--- src/rtl/sr_sem_pkg.sv ---
// Shared definitions for the SR-flag semaphore arbiter: op encodings and the
// round-robin winner search.
package sr_sem_pkg;

    localparam logic [1:0] OP_READ = 2'b00;
    localparam logic [1:0] OP_SET  = 2'b01;
    localparam logic [1:0] OP_CLR  = 2'b10;
    localparam logic [1:0] OP_TAS  = 2'b11;

    localparam int unsigned RR_W  = 32;
    localparam int unsigned RR_IW = 5;

    // First set bit at or above ptr, wrapping. Callers zero the bits above
    // their requester count, so wrapping over the full width is equivalent.
    function automatic logic [RR_W-1:0] rr_pick(input logic [RR_W-1:0]  req,
                                                input logic [RR_IW-1:0] ptr);
        logic [RR_W-1:0]  pick;
        logic [RR_IW-1:0] j;
        logic             found;
        pick  = '0;
        found = 1'b0;
        for (int unsigned k = 0; k < RR_W; k++) begin
            j = ptr + RR_IW'(k);
            if (!found && req[j]) begin
                pick[j] = 1'b1;
                found   = 1'b1;
            end
        end
        return pick;
    endfunction

endpackage

--- src/rtl/sr_flag_semaphore_arbiter_srff_cell.sv ---
// Single SR flag cell: s sets, r clears, neither holds. The driver never
// asserts both, so set simply takes priority here.
module srff_cell (
    input  logic clk,
    input  logic rst,
    input  logic s,
    input  logic r,
    output logic q
);

    always_ff @(posedge clk) begin
        if (!rst) begin
            q <= 1'b0;
        end else if (s) begin
            q <= 1'b1;
        end else if (r) begin
            q <= 1'b0;
        end
    end

endmodule

--- src/rtl/sr_flag_semaphore_arbiter.sv ---
// Round-robin arbiter sharing a bank of SR flags as hardware semaphores,
// with per-flag ownership and a registered one-cycle response.
module sr_flag_semaphore_arbiter
    import sr_sem_pkg::*;
#(
    parameter int unsigned N_REQ  = 4,
    parameter int unsigned N_FLAG = 8,
    parameter int unsigned IDX_W  = (N_FLAG > 1) ? $clog2(N_FLAG) : 1,
    parameter int unsigned ID_W   = (N_REQ > 1) ? $clog2(N_REQ) : 1
) (
    input  logic                     clk,
    input  logic                     rst,
    input  logic [N_REQ-1:0]         req,
    input  logic [2*N_REQ-1:0]       req_op,
    input  logic [IDX_W*N_REQ-1:0]   req_idx,
    output logic [N_REQ-1:0]         gnt,
    output logic                     rsp_valid,
    output logic [ID_W-1:0]          rsp_id,
    output logic                     rsp_ok,
    output logic                     rsp_val,
    output logic [N_FLAG-1:0]        flags
);

    logic [ID_W-1:0]   ptr_q, ptr_d;
    logic [ID_W-1:0]   owner_q [N_FLAG];
    logic              rsp_valid_q, rsp_ok_q, rsp_val_q;
    logic [ID_W-1:0]   rsp_id_q;

    logic [RR_W-1:0]   pick_c;
    logic [N_REQ-1:0]  gnt_c;
    logic              xfer_c;
    logic [ID_W-1:0]   win_c;
    logic [1:0]        op_c;
    logic [IDX_W-1:0]  idx_c;
    logic              idx_ok_c, cur_c;
    logic              set_c, clr_c, own_we_c, ok_c, val_c;
    logic [N_FLAG-1:0] s_vec, r_vec, q_vec;

    assign pick_c = rr_pick(RR_W'(req), RR_IW'(ptr_q));
    assign gnt_c  = rst ? pick_c[N_REQ-1:0] : '0;
    assign gnt    = gnt_c;
    assign xfer_c = |(req & gnt_c);

    if (N_REQ < RR_W) begin : g_pick_pad
        logic unused_pick;
        assign unused_pick = |pick_c[RR_W-1:N_REQ];
    end

    // Select the winner's id, op and index from the flattened request buses
    always_comb begin
        win_c = '0;
        op_c  = OP_READ;
        idx_c = '0;
        for (int unsigned i = 0; i < N_REQ; i++) begin
            if (gnt_c[i]) begin
                win_c = ID_W'(i);
                op_c  = req_op[2*i +: 2];
                idx_c = req_idx[IDX_W*i +: IDX_W];
            end
        end
    end

    assign idx_ok_c = (32'(idx_c) < N_FLAG);
    assign cur_c    = idx_ok_c ? q_vec[idx_c] : 1'b0;

    // Op decode; set and clear are mutually exclusive by construction
    always_comb begin
        set_c    = 1'b0;
        clr_c    = 1'b0;
        own_we_c = 1'b0;
        ok_c     = 1'b0;
        val_c    = 1'b0;
        if (idx_ok_c) begin
            case (op_c)
                OP_READ: begin
                    ok_c  = 1'b1;
                    val_c = cur_c;
                end
                OP_SET: begin
                    set_c    = 1'b1;
                    own_we_c = 1'b1;
                    ok_c     = 1'b1;
                    val_c    = 1'b1;
                end
                OP_CLR: begin
                    if (!cur_c) begin
                        ok_c = 1'b1;
                    end else if (owner_q[idx_c] == win_c) begin
                        clr_c = 1'b1;
                        ok_c  = 1'b1;
                    end else begin
                        val_c = 1'b1;
                    end
                end
                default: begin
                    if (!cur_c) begin
                        set_c    = 1'b1;
                        own_we_c = 1'b1;
                        ok_c     = 1'b1;
                    end
                    val_c = 1'b1;
                end
            endcase
        end
    end

    always_comb begin
        for (int unsigned f = 0; f < N_FLAG; f++) begin
            s_vec[f] = xfer_c & set_c & (idx_c == IDX_W'(f));
            r_vec[f] = xfer_c & clr_c & (idx_c == IDX_W'(f));
        end
    end

    always_comb begin
        ptr_d = ptr_q;
        if (xfer_c) begin
            ptr_d = (win_c == ID_W'(N_REQ - 1)) ? '0 : win_c + ID_W'(1);
        end
    end

    always_ff @(posedge clk) begin
        if (!rst) begin
            ptr_q       <= '0;
            rsp_valid_q <= 1'b0;
            rsp_id_q    <= '0;
            rsp_ok_q    <= 1'b0;
            rsp_val_q   <= 1'b0;
            for (int unsigned f = 0; f < N_FLAG; f++) begin
                owner_q[f] <= '0;
            end
        end else begin
            ptr_q       <= ptr_d;
            rsp_valid_q <= xfer_c;
            if (xfer_c) begin
                rsp_id_q  <= win_c;
                rsp_ok_q  <= ok_c;
                rsp_val_q <= val_c;
                if (own_we_c) begin
                    owner_q[idx_c] <= win_c;
                end
            end
        end
    end

    for (genvar f = 0; f < N_FLAG; f++) begin : g_cell
        srff_cell u_cell (
            .clk (clk),
            .rst (rst),
            .s   (s_vec[f]),
            .r   (r_vec[f]),
            .q   (q_vec[f])
        );
    end

    assign flags     = q_vec;
    assign rsp_valid = rsp_valid_q;
    assign rsp_id    = rsp_id_q;
    assign rsp_ok    = rsp_ok_q;
    assign rsp_val   = rsp_val_q;

endmodule

--- config.mk ---
export PLATFORM = sky130hd
export DESIGN_NAME = sr_flag_semaphore_arbiter
export DESIGN_NICKNAME = d
export VERILOG_FILES = /design/src/rtl/sr_sem_pkg.sv /design/src/rtl/sr_flag_semaphore_arbiter_srff_cell.sv /design/src/rtl/sr_flag_semaphore_arbiter.sv
export SDC_FILE = /design/constraint.sdc
export NUM_CORES = 1
export LEC_CHECK = 0
export CAP_MARGIN = 10
export CORE_MARGIN = 3
export CORE_UTILIZATION = 54
export DETAILED_ROUTE_END_ITERATION = 6
export PLACE_DENSITY = 0.85
export SETUP_SLACK_MARGIN = 0.3
export SYNTH_ARGS = -nofsm -noshare
export SYNTH_HDL_FRONTEND = slang
export SYNTH_SLANG_ARGS = --single-unit
--- constraint.sdc ---
create_clock -name clk -period 5.65 [get_ports clk]
set_input_delay 0.565 -clock clk [delete_from_list [all_inputs] [get_ports clk]]
set_output_delay 0.565 -clock clk [all_outputs]
set_load 0.03 [all_outputs]
## Word-level counts from Yosys, hierarchy flattened

Memories as Yosys holds them, arrays and structs flattened.
Index checks and enable logic that the tools add are counted.

| storage, ports and cells | value |
|---|---|
| flip-flop bits (word level) | 15 |
| memory bits (writable) | 16 |
| input port bits | 26 |
| output and inout port bits | 17 |
| memories kept | 1 |

| operators by class | value |
|---|---|
| $add $sub $neg | 32 |
| magnitude comparators | 65 |
| equality and inequality tests | 11 |
| muxes and demuxes | 240 |
| bitwise gates (word level) | 50 |
| reduce and logical (&&, ||, !) cells | 108 |

Memories:

| name | depth | bits a word | read ports | clocked after Yosys merged registers in | write ports | RTL line | source |
|---|---|---|---|---|---|---|---|
| owner_q | 8 | 2 | 1 | 0 | 8 | sr_flag_semaphore_arbiter.sv:25 | `logic [ID_W-1:0] owner_q [N_FLAG];` |

Operator list:

| kind | number |
|---|---|
| 1-bit binary-select mux with 5-bit select | 31 |
| 1-bit demux with 5-bit select | 31 |
| 5-bit by 6-bit < comparator with 1-bit output, second input constant | 24 |
| 4-bit two-way mux | 33 |
| 1-bit two-way mux | 126 |
| 4-bit bitwise OR | 31 |
| 5-bit by 1-bit greater-or-equal comparator with 1-bit output, second input constant | 24 |
| 1-bit logical AND | 63 |
| 2-bit by 4-bit adder with 5-bit output, second input constant | 8 |
| 2-bit by 5-bit adder with 5-bit output, second input constant | 8 |
| 1-bit logical NOT | 31 |
| 4-bit by 6-bit < comparator with 1-bit output, second input constant | 4 |
| 3-bit by 4-bit adder with 5-bit output, second input constant | 4 |
| 1-bit bitwise AND | 18 |
| 3-bit by 6-bit < comparator with 1-bit output, second input constant | 3 |
| 2-bit by 3-bit adder with 4-bit output, second input constant | 4 |
| 4-bit by 1-bit greater-or-equal comparator with 1-bit output, second input constant | 4 |
| 2-bit two-way mux | 8 |
| 2-bit nonzero test | 8 |
| 3-bit two-way mux | 5 |
| 3-bit equality test, second input constant | 4 |
| 3-bit by 1-bit greater-or-equal comparator with 1-bit output, second input constant | 3 |
| 3-bit by 3-bit adder with 4-bit output, second input constant | 2 |
| 2-bit by 2-bit adder with 3-bit output, second input constant | 2 |
| 21 further kinds | 27 |

## Longest topological paths before layout

Gate-level depths: netlist (run 1).

| depth | value |
|---|---|
| depth in word-level cells | 111 |
| depth in mapped cells | 18 |

## Modules after synthesis

A second synthesis (run 1) with hierarchy kept.

| unflattened totals | value |
|---|---|
| cells, all modules | 312 |
| area total of the unflattened synthesis | 2665.1 um^2 |

Modules (own cells, without submodules):

| module | instances | cells each | area each (um^2) | sequential area each (um^2) |
|---|---|---|---|---|
| sr_flag_semaphore_arbiter | 1 | 288 | 2334.7 | 620.6 |
| srff_cell | 8 | 3 | 41.3 | 20.0 |

## Least setup slack after synthesis (run 1)

No wires, ideal clock.

| timing | value |
|---|---|
| kind | reg2reg |
| start | register ptr_q[0] |
| end | memory owner_q[0][0] (netlist name) (enable) |
| library setup time | 297 ps |
| arrival time | 4079 ps |
| required time | 5353 ps |
| slack | 1274 ps |
| stages on the path, launching flop included | 19 |
| path buffers | 4 |
| cells stage by stage | dfxtp_1 -> buf_4 -> inv_1 -> ha_1 -> buf_6 -> mux2_4 -> mux2_2 -> and4_4 -> a22o_1 -> or2_1 -> buf_2 -> a31oi_2 -> a21o_1 -> buf_2 -> mux2i_1 -> nand2_1 -> a311oi_2 -> nand2_1 -> nand2_1 |

RTL lines:

| what | RTL line | source |
|---|---|---|
| start, declared | sr_flag_semaphore_arbiter.sv:24 | `logic [ID_W-1:0] ptr_q, ptr_d;` |
| start signal, assigned | sr_flag_semaphore_arbiter.sv:132 | `ptr_q <= ptr_d;` |
| end, declared | sr_flag_semaphore_arbiter.sv:25 |  |

==> reports/metrics.csv, run 1 <==
stage,metric,value,unit
global_route,global-route wire length before repair,11900,um
clock_tree,setup bufs post-CTS,0,
hold_path,Hold Path Class,flip-flop to flip-flop,
clock_tree,CTS tree,yes,
drt,Vias,2544,
worst_setup_path,FF-to-FF Start,ptr_q[1],
worst_setup_path,CP cell instances,inv_1 > ha_1 > mux2_4 > mux2_2 > and4_4 > a221oi_4 > nand3_4 > a31oi_2 > a21o_2 > mux2i_1 > nand2_1 > a311oi_2 > nand2_1 > nand2_1,
drt,DRC,0,
place,Post-Place Cell Area,0.00306,sq mm
clock_tree,"CTS clk-pin slew, worst paths",60,ps
worst_setup_path,Setup CP Type,flip-flop to flip-flop,
drt,Via density,6.33,
timing,post-route setup TNS,0,ps
synthesis,"Cell Area, Synth",0.00265,sq mm
finish,fraction of layout cells with a size suffix above 1,14.2,%
die,initial core utilization,58.5,%
worst_setup_path,CP arrival,4970,ps
finish,Ant. Diodes,0,
worst_setup_path,critical path's largest stage delay,550,ps
timing,min cycle time layout,4980,ps
clock_tree,H-tree Lvls,2,
finish,nets,369,
power_and_ir_drop,Pwr Density,634,mW/mm^2
drt,DRT iter0 DRCs,335,
clock_tree,clk sink count,31,
job,Max Cap Viol,0,
clock_tree,CTS max path bufs,2,
worst_setup_path,crit path from,ptr_q[1],
global_route,global route total overflow,0,
timing,Slew Limit Fails,0,
finish,design area,0.00315,sq mm
global_route,GRT Total Usage,24.6,%
place,input/output buffers,42,
drt,Post-DRT Antenna Nets,0,
timing,unrepaired setup endpoints after global routing,false,
global_route,initial antenna violation count,0,
clock_tree,Worst-Skew Late Latency,280,ps
global_route,largest net degree at the start of global routing,31,
place,placed wire-length estimate,5240,um
worst_setup_path,CP endpoint kind,flip-flop,
die,num rows,24,
worst_setup_path,Worst setup SP type,flip-flop,
timing,Max Fclk,0.201,GHz
worst_setup_path,most frequent CP cell,nand2_1,
run_status,run status,finished clean,
synthesis,Post-synth EDFFs,16,
synthesis,ys async rst share,0,%
synthesis,Mapped Avg Cell Area,8.70,sq um
die,Core Region,0.00453,sq mm
worst_setup_path,FF-to-FF setup slack,670,ps
power_and_ir_drop,VDD IR max,327,uV
timing,Final Setup Violations,0,
place,RD Place Congestion,1.02,
synthesis,Syn Nets,338,
drt,WL/cell,17.6,um
clock_tree,TritonCTS Buffers,5,
worst_setup_path,"Largest delay share family, worst path",compound AO/OA/AOI/OAI gates,
timing,Tcrit/Tclk final,88.2,%
worst_setup_path,Worst Path Buf+Inv,1,
timing,Hold Fails Final Rpt,0,
die,Ports,43,
synthesis,Synth Register Bits,31,
global_route,vias in the first global route,2413,
die,Die H,76.1,um
hold_path,HP Start,rsp_id[0],
clock_tree,clk root buf,clkbuf_8,
timing,slew at the pin with the worst max-slew slack,798,ps
worst_setup_path,CP Max Fanout,11,
synthesis,"Seq/Total Area, Yosys",29.4,%
synthesis,Mapped Cells,305,
timing,Worst Skew,6.95,ps
drt,Routed WL,7080,um
synthesis,synth warn,0,
timing,worst hold slack,516,ps
worst_setup_path,critical path required time,5640,ps
die,width of the die,76.1,um
drt,DRT Pass-1 Iters,5,
power_and_ir_drop,Leakage,0.00113,uW
worst_setup_path,Critical-path top delay cell,ha_1,
die,Die Footprint,0.00579,sq mm
synthesis,count of cell types in the netlist,72,
finish,area grow syn2layout,18.9,%
power_and_ir_drop,overall power,2000,uW
synthesis,top_reg_cell synth,edfxtp_1,
timing,Slew headroom,46.4,%
synth_stat cells, types with 5 or more instances:
library cell,n,area (sq um)
a21oi_1,17,85.1
a31o_2,5,43.8
and2_1,5,31.3
buf_4,12,90.1
clkbuf_1,6,22.5
dfxtp_1,15,300
edfxtp_1,16,480
ha_1,7,87.6
inv_1,6,22.5
mux2i_1,12,120
nand2_1,48,180
nand2b_1,5,31.3
nand3_1,10,50.1
nor2_1,38,143
nor2b_1,11,68.8
o211ai_1,9,67.6
flip-flops by register name (all words and copies together), names as in the netlist:
name             flops
ptr_q                2
rsp_id               2
owner_q             16
rsp_ok               1
g_cell.u_cell.q      8
rsp_val              1
rsp_valid            1
layout by cell type, fill, tap and decap left out, types with 6 or more instances in the layout:
cell | Yosys | routed
nand3_1 | 10 | 10
clkbuf_8 | 0 | 6
edfxtp_1 | 16 | 16
mux2i_1 | 12 | 12
o211ai_1 | 9 | 9
nor2b_1 | 11 | 11
nand2_1 | 48 | 48
ha_1 | 7 | 7
nor2_1 | 38 | 38
dfxtp_1 | 15 | 14
clkdlybuf4s50_1 | 0 | 42
a21oi_1 | 17 | 16
inv_1 | 6 | 6
routing by layer:
metal,GRT usage [%],routed length (um),up-vias
met5,0,0,-
met4,7.79,141,0
met3,5.08,602,19
met2,37.0,2990,138
met1,35.5,3340,1192
li1,-,-,1195
through the flow:
| stage | utilization, % | setup WS (ps) | instances |
|---|---|---|---|
| 2_1_floorplan | - | 1270 | 305 |
| 3_3_place_gp | 67.4 | 651 | 394 |
| 3_5_place_dp | 67.4 | 445 | 394 |
| 4_1_cts | 69.4 | 374 | 402 |
| 5_1_grt | 69.5 | 338 | 402 |
| 6_report | 69.5 | 669 | 402 |
what timing repair did:
item	4_1_cts	5_1_grt
hold buffers	0	0
gates resized for setup	0	3
setup endpoints to repair	0	41
cells by family (layout without fill, tap and decap cells):
logic type / count (synthesis) / count (layout) / synth area share (%)
buffers and inverters: 29 / 61 / 6.27
and+or+nand+nor: 140 / 140 / 26.7
muxes: 17 / 17 / 7.36
AOI/OAI and AO/OA: 80 / 80 / 26.7
DFF: 31 / 31 / 29.4
adders and majority gates: 7 / 7 / 3.30
xor gates and xnor gates: 1 / 1 / 0.330
where the power goes:
part | internal [uW] | leakage, uW | switching, uW
Sequential | 284 | 0.000288 | 54.0
Combinational | 567 | 0.000793 | 913
Clock | 98.2 | 0.0000482 | 81.7
Total | 950 | 0.00113 | 1050
worst paths after layout:
check                           cells after the start             to
worst max-delay path                               14  owner_q[0][1]
worst min register to register                      2      rsp_id[0]
worst max register to register                     14  owner_q[0][1]
worst min-delay path                                2      rsp_id[0]
worst reg2reg max path, delay by kind of cell, from the launching register on:
family | cells | cell delay, ps
AO/OA/AOI/OAI | 4 | 1640
multiplexers | 3 | 960
AND/OR/NAND/NOR | 5 | 820
adder cells (fa/ha/maj) | 1 | 550
flip-flops | 1 | 540
buffers and inverters | 1 | 190
final cells by class:
type | count | area (sq um)
Multi-Input combinational cell | 245 | 1720
Fill cell | 355 | 1380
Sequential cell | 31 | 782
Timing Repair Buffer | 47 | 458
Clock buffer | 7 | 86.3
Tap cell | 65 | 81.3
Inverter | 6 | 22.5
Clock inverter | 1 | 5.00
No activity file was read; power rests on OpenSTA's default activity.
==> run 2, diff against run 1 <==
--- a/config.mk
+++ b/config.mk
@@ -9,8 +9,8 @@
 export CORE_MARGIN = 3
 export CORE_UTILIZATION = 54
 export DETAILED_ROUTE_END_ITERATION = 6
-export PLACE_DENSITY = 0.85
-export SETUP_SLACK_MARGIN = 0.3
+export PLACE_DENSITY = 0.81
+export SETUP_SLACK_MARGIN = 0.1
 export SYNTH_ARGS = -nofsm -noshare
 export SYNTH_HDL_FRONTEND = slang
 export SYNTH_SLANG_ARGS = --single-unit
==> run 2 against run 1 <==
Compared with the run above: clock skew fell by 3.9 ps; cell count is 0.25% higher; cell area down 0.16%; die area stayed put; global-route usage down 0.088 points; sequential share of layout area about the same; critical path depth decreased by 1; total power about the same; setup slack got worse by 89 ps; via count down 2.4%; routed wire length shrank 2.4%; critical path type unchanged.
==> reports/metrics.csv, run 2 (same netlist as run 1, synthesis figures left out) <==
stage,metric,value,unit
place,Post-Place Cell Area,0.00306,sq mm
timing,Final Setup Violations,0,
global_route,vias in the first global route,2375,
clock_tree,"CTS clk-pin slew, worst paths",60,ps
timing,Hold Fails Final Rpt,0,
worst_setup_path,Worst Path Buf+Inv,1,
finish,design area,0.00315,sq mm
hold_path,Hold Path Class,flip-flop to flip-flop,
drt,Post-DRT Antenna Nets,0,
finish,"commonest non-fill, non-tap cell in the layout",nand2_1,
clock_tree,H-tree Lvls,2,
power_and_ir_drop,Leakage,0.00113,uW
worst_setup_path,CP arrival,5060,ps
clock_tree,Worst-Skew Late Latency,280,ps
worst_setup_path,CP endpoint kind,flip-flop,
finish,fraction of layout cells with a size suffix above 1,13.6,%
clock_tree,CTS max path bufs,2,
finish,Fill cells,367,
finish,most flop-heavy register,owner_q,
clock_tree,number of gates resized after CTS,0,
worst_setup_path,CP Max Fanout,13,
clock_tree,CTS tree,yes,
worst_setup_path,critical path required time,5640,ps
die,num rows,24,
clock_tree,clk sink count,31,
run_status,run status,finished clean,
power_and_ir_drop,Pwr Density,635,mW/mm^2
job,Max Cap Viol,0,
power_and_ir_drop,VDD IR max,396,uV
drt,DRT Pass-1 Iters,6,
finish,area grow syn2layout,18.7,%
place,RD Place Congestion,0.951,
finish,number of flip-flops in the largest register,16,
worst_setup_path,"Largest delay share family, worst path",compound AO/OA/AOI/OAI gates,
die,Die H,76.1,um
global_route,largest net degree at the start of global routing,31,
clock_tree,setup bufs post-CTS,0,
global_route,initial antenna violation count,0,
timing,post-route setup TNS,0,ps
place,placed wire-length estimate,5280,um
die,Ports,43,
die,Core Region,0.00453,sq mm
clock_tree,clk root buf,clkbuf_8,
worst_setup_path,most frequent CP cell,nand2_1,
clock_tree,cts-stage hold buffer count,0,
drt,Routed WL,6910,um
worst_setup_path,worst reg-to-reg path cell count,13,
finish,Ant. Diodes,0,
place,placed cell count,395,
timing,Max Fclk,0.197,GHz
die,width of the die,76.1,um
worst_setup_path,critical path's largest stage delay,700,ps
worst_setup_path,Critical-path top delay cell,a21oi_1,
timing,Worst Skew,3.04,ps
worst_setup_path,Critical Path Stages,13,
global_route,GRT Total Usage,24.6,%
worst_setup_path,Setup CP Type,flip-flop to flip-flop,
hold_path,cell count of the worst hold path,2,
timing,min cycle time layout,5070,ps
worst_setup_path,Worst setup SP type,flip-flop,
drt,Via density,6.16,
drt,DRC,0,
timing,Slew headroom,45.7,%
timing,Slew Limit Fails,0,
finish,final non-filler cell total,403,
finish,"commonest non-fill, non-tap cells in the layout","nand2_1, clkdlybuf4s50_1, nor2_1",
timing,Tcrit/Tclk final,89.7,%
finish,nets,370,
drt,DRT iter0 DRCs,266,
worst_setup_path,CP cell instances,inv_1 > ha_1 > mux2_4 > a22oi_1 > a32o_1 > a32oi_2 > a21oi_1 > a21o_1 > mux2i_1 > nand2_1 > a311oi_2 > nand2_1 > nand2_1,
place,input/output buffers,42,
die,Die Footprint,0.00579,sq mm
global_route,global route total overflow,0,
die,initial core utilization,58.5,%
drt,Vias,2483,
clock_tree,TritonCTS Buffers,5,
finish,largest registers,"owner_q x16, g_cell.u_cell.q x8",
global_route,global-route wire length before repair,11800,um
drt,WL/cell,17.2,um
power_and_ir_drop,overall power,2000,uW
timing,unrepaired setup endpoints after global routing,false,
timing,slew at the pin with the worst max-slew slack,815,ps
==> run 2: cell count changes in the layout (fill, tap and decap cells not counted), sizes merged <==
cell      delta
buf          +1
clkbuf       -1
clkinvlp     +1
==> run 2: path summary, 6_finish.rpt <==
check / from / to / slack, ps
worst max register to register: ptr_q[1] / owner_q[4][1] / 580
worst min-delay path: rsp_id[1] / rsp_id[1] / 520
worst max-delay path: ptr_q[1] / owner_q[4][1] / 580
worst min register to register: rsp_id[1] / rsp_id[1] / 520
==> run 2: layout make-up <==
class | count | area, sq um | share of cell area, %
flip-flops and latches | 31 | 781 | 24.8
clock buffers | 6 | 72.6 | 2.31
repair buffers | 48 | 465 | 14.8
inverters | 6 | 22.5 | 0.715
well taps | 65 | 81.3 | 2.58
clock inverters | 2 | 12.5 | 0.397
multi-input cells | 245 | 1710 | 54.4
==> run 2: layer usage <==
metal	GRT usage, %	wire length, um	up-vias
met1	36.7	3260	1142
met5	0	0	-
met2	35.5	2930	133
met3	4.61	606	12
li1	-	-	1196
met4	7.97	113	0
==> run 2: through the flow <==
stage / hold WS, ps / setup slack (ps) / util [%]
after CTS: 517 / 680 / 69.4
after detailed placement: 502 / 691 / 67.5
after global placement: 500 / 706 / 67.5
final: 520 / 580 / 69.4
after global routing: 554 / 195 / 69.4
after floorplan: 483 / 1270 / -
==> run 2: worst reg2reg max path, stage by stage (launching register included) <==
cell	delay, ps
dfxtp_1	560
inv_1	200
ha_1	570
mux2_4	360
a22oi_1	390
a32o_1	300
a32oi_2	130
a21oi_1	700
a21o_1	410
mux2i_1	310
nand2_1	100
a311oi_2	450
nand2_1	150
nand2_1	150
==> run 2: power by group <==
part / switching [uW] / internal, uW
Clock: 83.0 / 85.9
Sequential: 38.0 / 283
Combinational: 941 / 569
Total: 1060 / 938
==> run 3, diff against run 2 <==
--- a/config.mk
+++ b/config.mk
@@ -8,6 +8,8 @@
 export CAP_MARGIN = 10
 export CORE_MARGIN = 3
 export CORE_UTILIZATION = 54
+export CTS_BUF_LIST = sky130_fd_sc_hd__clkbuf_16
+export CTS_CLUSTER_DIAMETER = 40
 export DETAILED_ROUTE_END_ITERATION = 6
 export PLACE_DENSITY = 0.81
 export SETUP_SLACK_MARGIN = 0.1
==> run 3 against run 2 <==
Compared with the run above: clock skew hardly changed; non-clock buffer count unchanged; die area unchanged; sequential share of layout area decreased by 0.44 points; combinational power about the same; routed wire length increased by 2.8%; largest cell class unchanged.
==> reports/metrics.csv, run 3 (same netlist as run 1, synthesis figures left out) <==
stage,metric,value,unit
timing,min cycle time layout,5120,ps
worst_setup_path,Worst setup SP type,flip-flop,
global_route,vias in the first global route,2401,
clock_tree,TritonCTS Buffers,5,
worst_setup_path,"Largest delay share family, worst path",compound AO/OA/AOI/OAI gates,
worst_setup_path,Critical-path top delay cell,dfxtp_1,
worst_setup_path,Critical Path Stages,14,
drt,Post-DRT Antenna Nets,0,
timing,Max Fclk,0.195,GHz
place,Post-Place Cell Area,0.00306,sq mm
clock_tree,Worst-Skew Late Latency,280,ps
worst_setup_path,most frequent CP cell,nand2_1,
finish,fraction of layout cells with a size suffix above 1,13.6,%
global_route,global-route wire length before repair,12000,um
die,Die H,76.1,um
drt,DRT iter0 DRCs,279,
clock_tree,"CTS clk-pin slew, worst paths",50,ps
drt,WL/cell,17.6,um
worst_setup_path,CP cell instances,inv_1 > ha_1 > mux2_4 > a22oi_1 > a32o_1 > a211oi_2 > and2_1 > a31oi_2 > a21o_1 > mux2i_1 > nand2_1 > a311oi_2 > nand2_1 > nand2_1,
timing,Final Setup Violations,0,
run_status,run status,finished clean,
job,Max Cap Viol,0,
timing,Hold Fails Final Rpt,0,
clock_tree,CTS tree,yes,
place,input/output buffers,42,
worst_setup_path,critical path's largest stage delay,570,ps
clock_tree,clk sink count,31,
worst_setup_path,Worst Path Buf+Inv,1,
finish,"commonest non-fill, non-tap cells in the layout","nand2_1, clkdlybuf4s50_1, nor2_1",
drt,Routed WL,7110,um
die,width of the die,76.1,um
global_route,largest net degree at the start of global routing,31,
power_and_ir_drop,Leakage,0.00116,uW
drt,DRC,0,
die,num rows,24,
die,Ports,43,
clock_tree,clk root buf,clkbuf_16,
finish,nets,370,
global_route,initial antenna violation count,0,
timing,slew at the pin with the worst max-slew slack,798,ps
clock_tree,number of gates resized after CTS,0,
finish,largest registers,"owner_q x16, g_cell.u_cell.q x8",
clock_tree,cts-stage hold buffer count,0,
place,placed wire-length estimate,5280,um
finish,design area,0.00320,sq mm
power_and_ir_drop,Pwr Density,653,mW/mm^2
timing,unrepaired setup endpoints after global routing,false,
finish,area grow syn2layout,20.8,%
finish,Util after Layout,70.7,%
power_and_ir_drop,VDD IR max,433,uV
timing,Final WS setup,533,ps
drt,Vias,2538,
worst_setup_path,CP endpoint kind,flip-flop,
die,initial core utilization,58.5,%
hold_path,cell count of the worst hold path,2,
finish,number of flip-flops in the largest register,16,
finish,most flop-heavy register,owner_q,
finish,Ant. Diodes,0,
worst_setup_path,worst reg-to-reg path cell count,14,
worst_setup_path,critical path required time,5630,ps
place,RD Place Congestion,0.951,
clock_tree,setup bufs post-CTS,0,
die,Die Footprint,0.00579,sq mm
clock_tree,CTS max path bufs,2,
worst_setup_path,CP Max Fanout,11,
timing,post-route setup TNS,0,ps
die,Core Region,0.00453,sq mm
clock_tree,H-tree Lvls,2,
timing,Slew headroom,46.8,%
timing,Tcrit/Tclk final,90.6,%
worst_setup_path,CP arrival,5100,ps
hold_path,Hold Path Class,flip-flop to flip-flop,
global_route,global route total overflow,0,
finish,"commonest non-fill, non-tap cell in the layout",nand2_1,
global_route,GRT Total Usage,25.0,%
worst_setup_path,Setup CP Type,flip-flop to flip-flop,
drt,Via density,6.30,
timing,Slew Limit Fails,0,
timing,Worst Skew,2.81,ps
drt,DRT Pass-1 Iters,5,
place,Placement Setup Slack,691,ps
-- run 3: stage by stage --
| step | total power, uW | hold slack, ps | instances |
|---|---|---|---|
| final | 2090 | 518 | 403 |
| after global routing | 2230 | 550 | 403 |
| after CTS | 2060 | 515 | 403 |
| after detailed placement | 1800 | 502 | 395 |
| after global placement | 1790 | 500 | 395 |
| after floorplan | 1460 | 483 | 305 |
-- run 3: final timing paths --
check | startpoint | slack, ps | end
worst max-delay path | ptr_q[1] | 530 | owner_q[3][1]
worst min-delay path | rsp_id[1] | 520 | rsp_id[1]
worst max register to register | ptr_q[1] | 530 | owner_q[3][1]
worst min register to register | rsp_id[1] | 520 | rsp_id[1]
-- run 3: worst min-delay path, delay by kind of cell, from the launching register on --
family / cells / cell delay [ps]
AOI/OAI and AO/OA: 2 / 170
DFF: 1 / 300
-- run 3: layout make-up --
class | count | area [sq um]
clock inverters | 3 | 16.3
repair buffers | 48 | 465
clock buffers | 5 | 125
multi-input cells | 245 | 1710
inverters | 6 | 22.5
flip-flops and latches | 31 | 781
well taps | 65 | 81.3
fillers | 348 | 1330
-- run 3: report_power, final --
part	switching [uW]	leakage, uW	internal [uW]	total (uW)
Clock	93.5	0.0000710	160	254
Combinational	948	0.000801	569	1520
Sequential	39.2	0.000288	284	323
Total	1080	0.00116	1010	2090
-- run 3: per-layer routing --
| metal | vias up | share of wire (%) | global-route usage (%) |
|---|---|---|---|
| met1 | 1193 | 46 | 36.4 |
| met3 | 10 | 9.4 | 5.79 |
| met5 | - | 0 | 0 |
| li1 | 1197 | - | - |
| met4 | 0 | 1.3 | 7.25 |
| met2 | 138 | 44 | 36.8 |
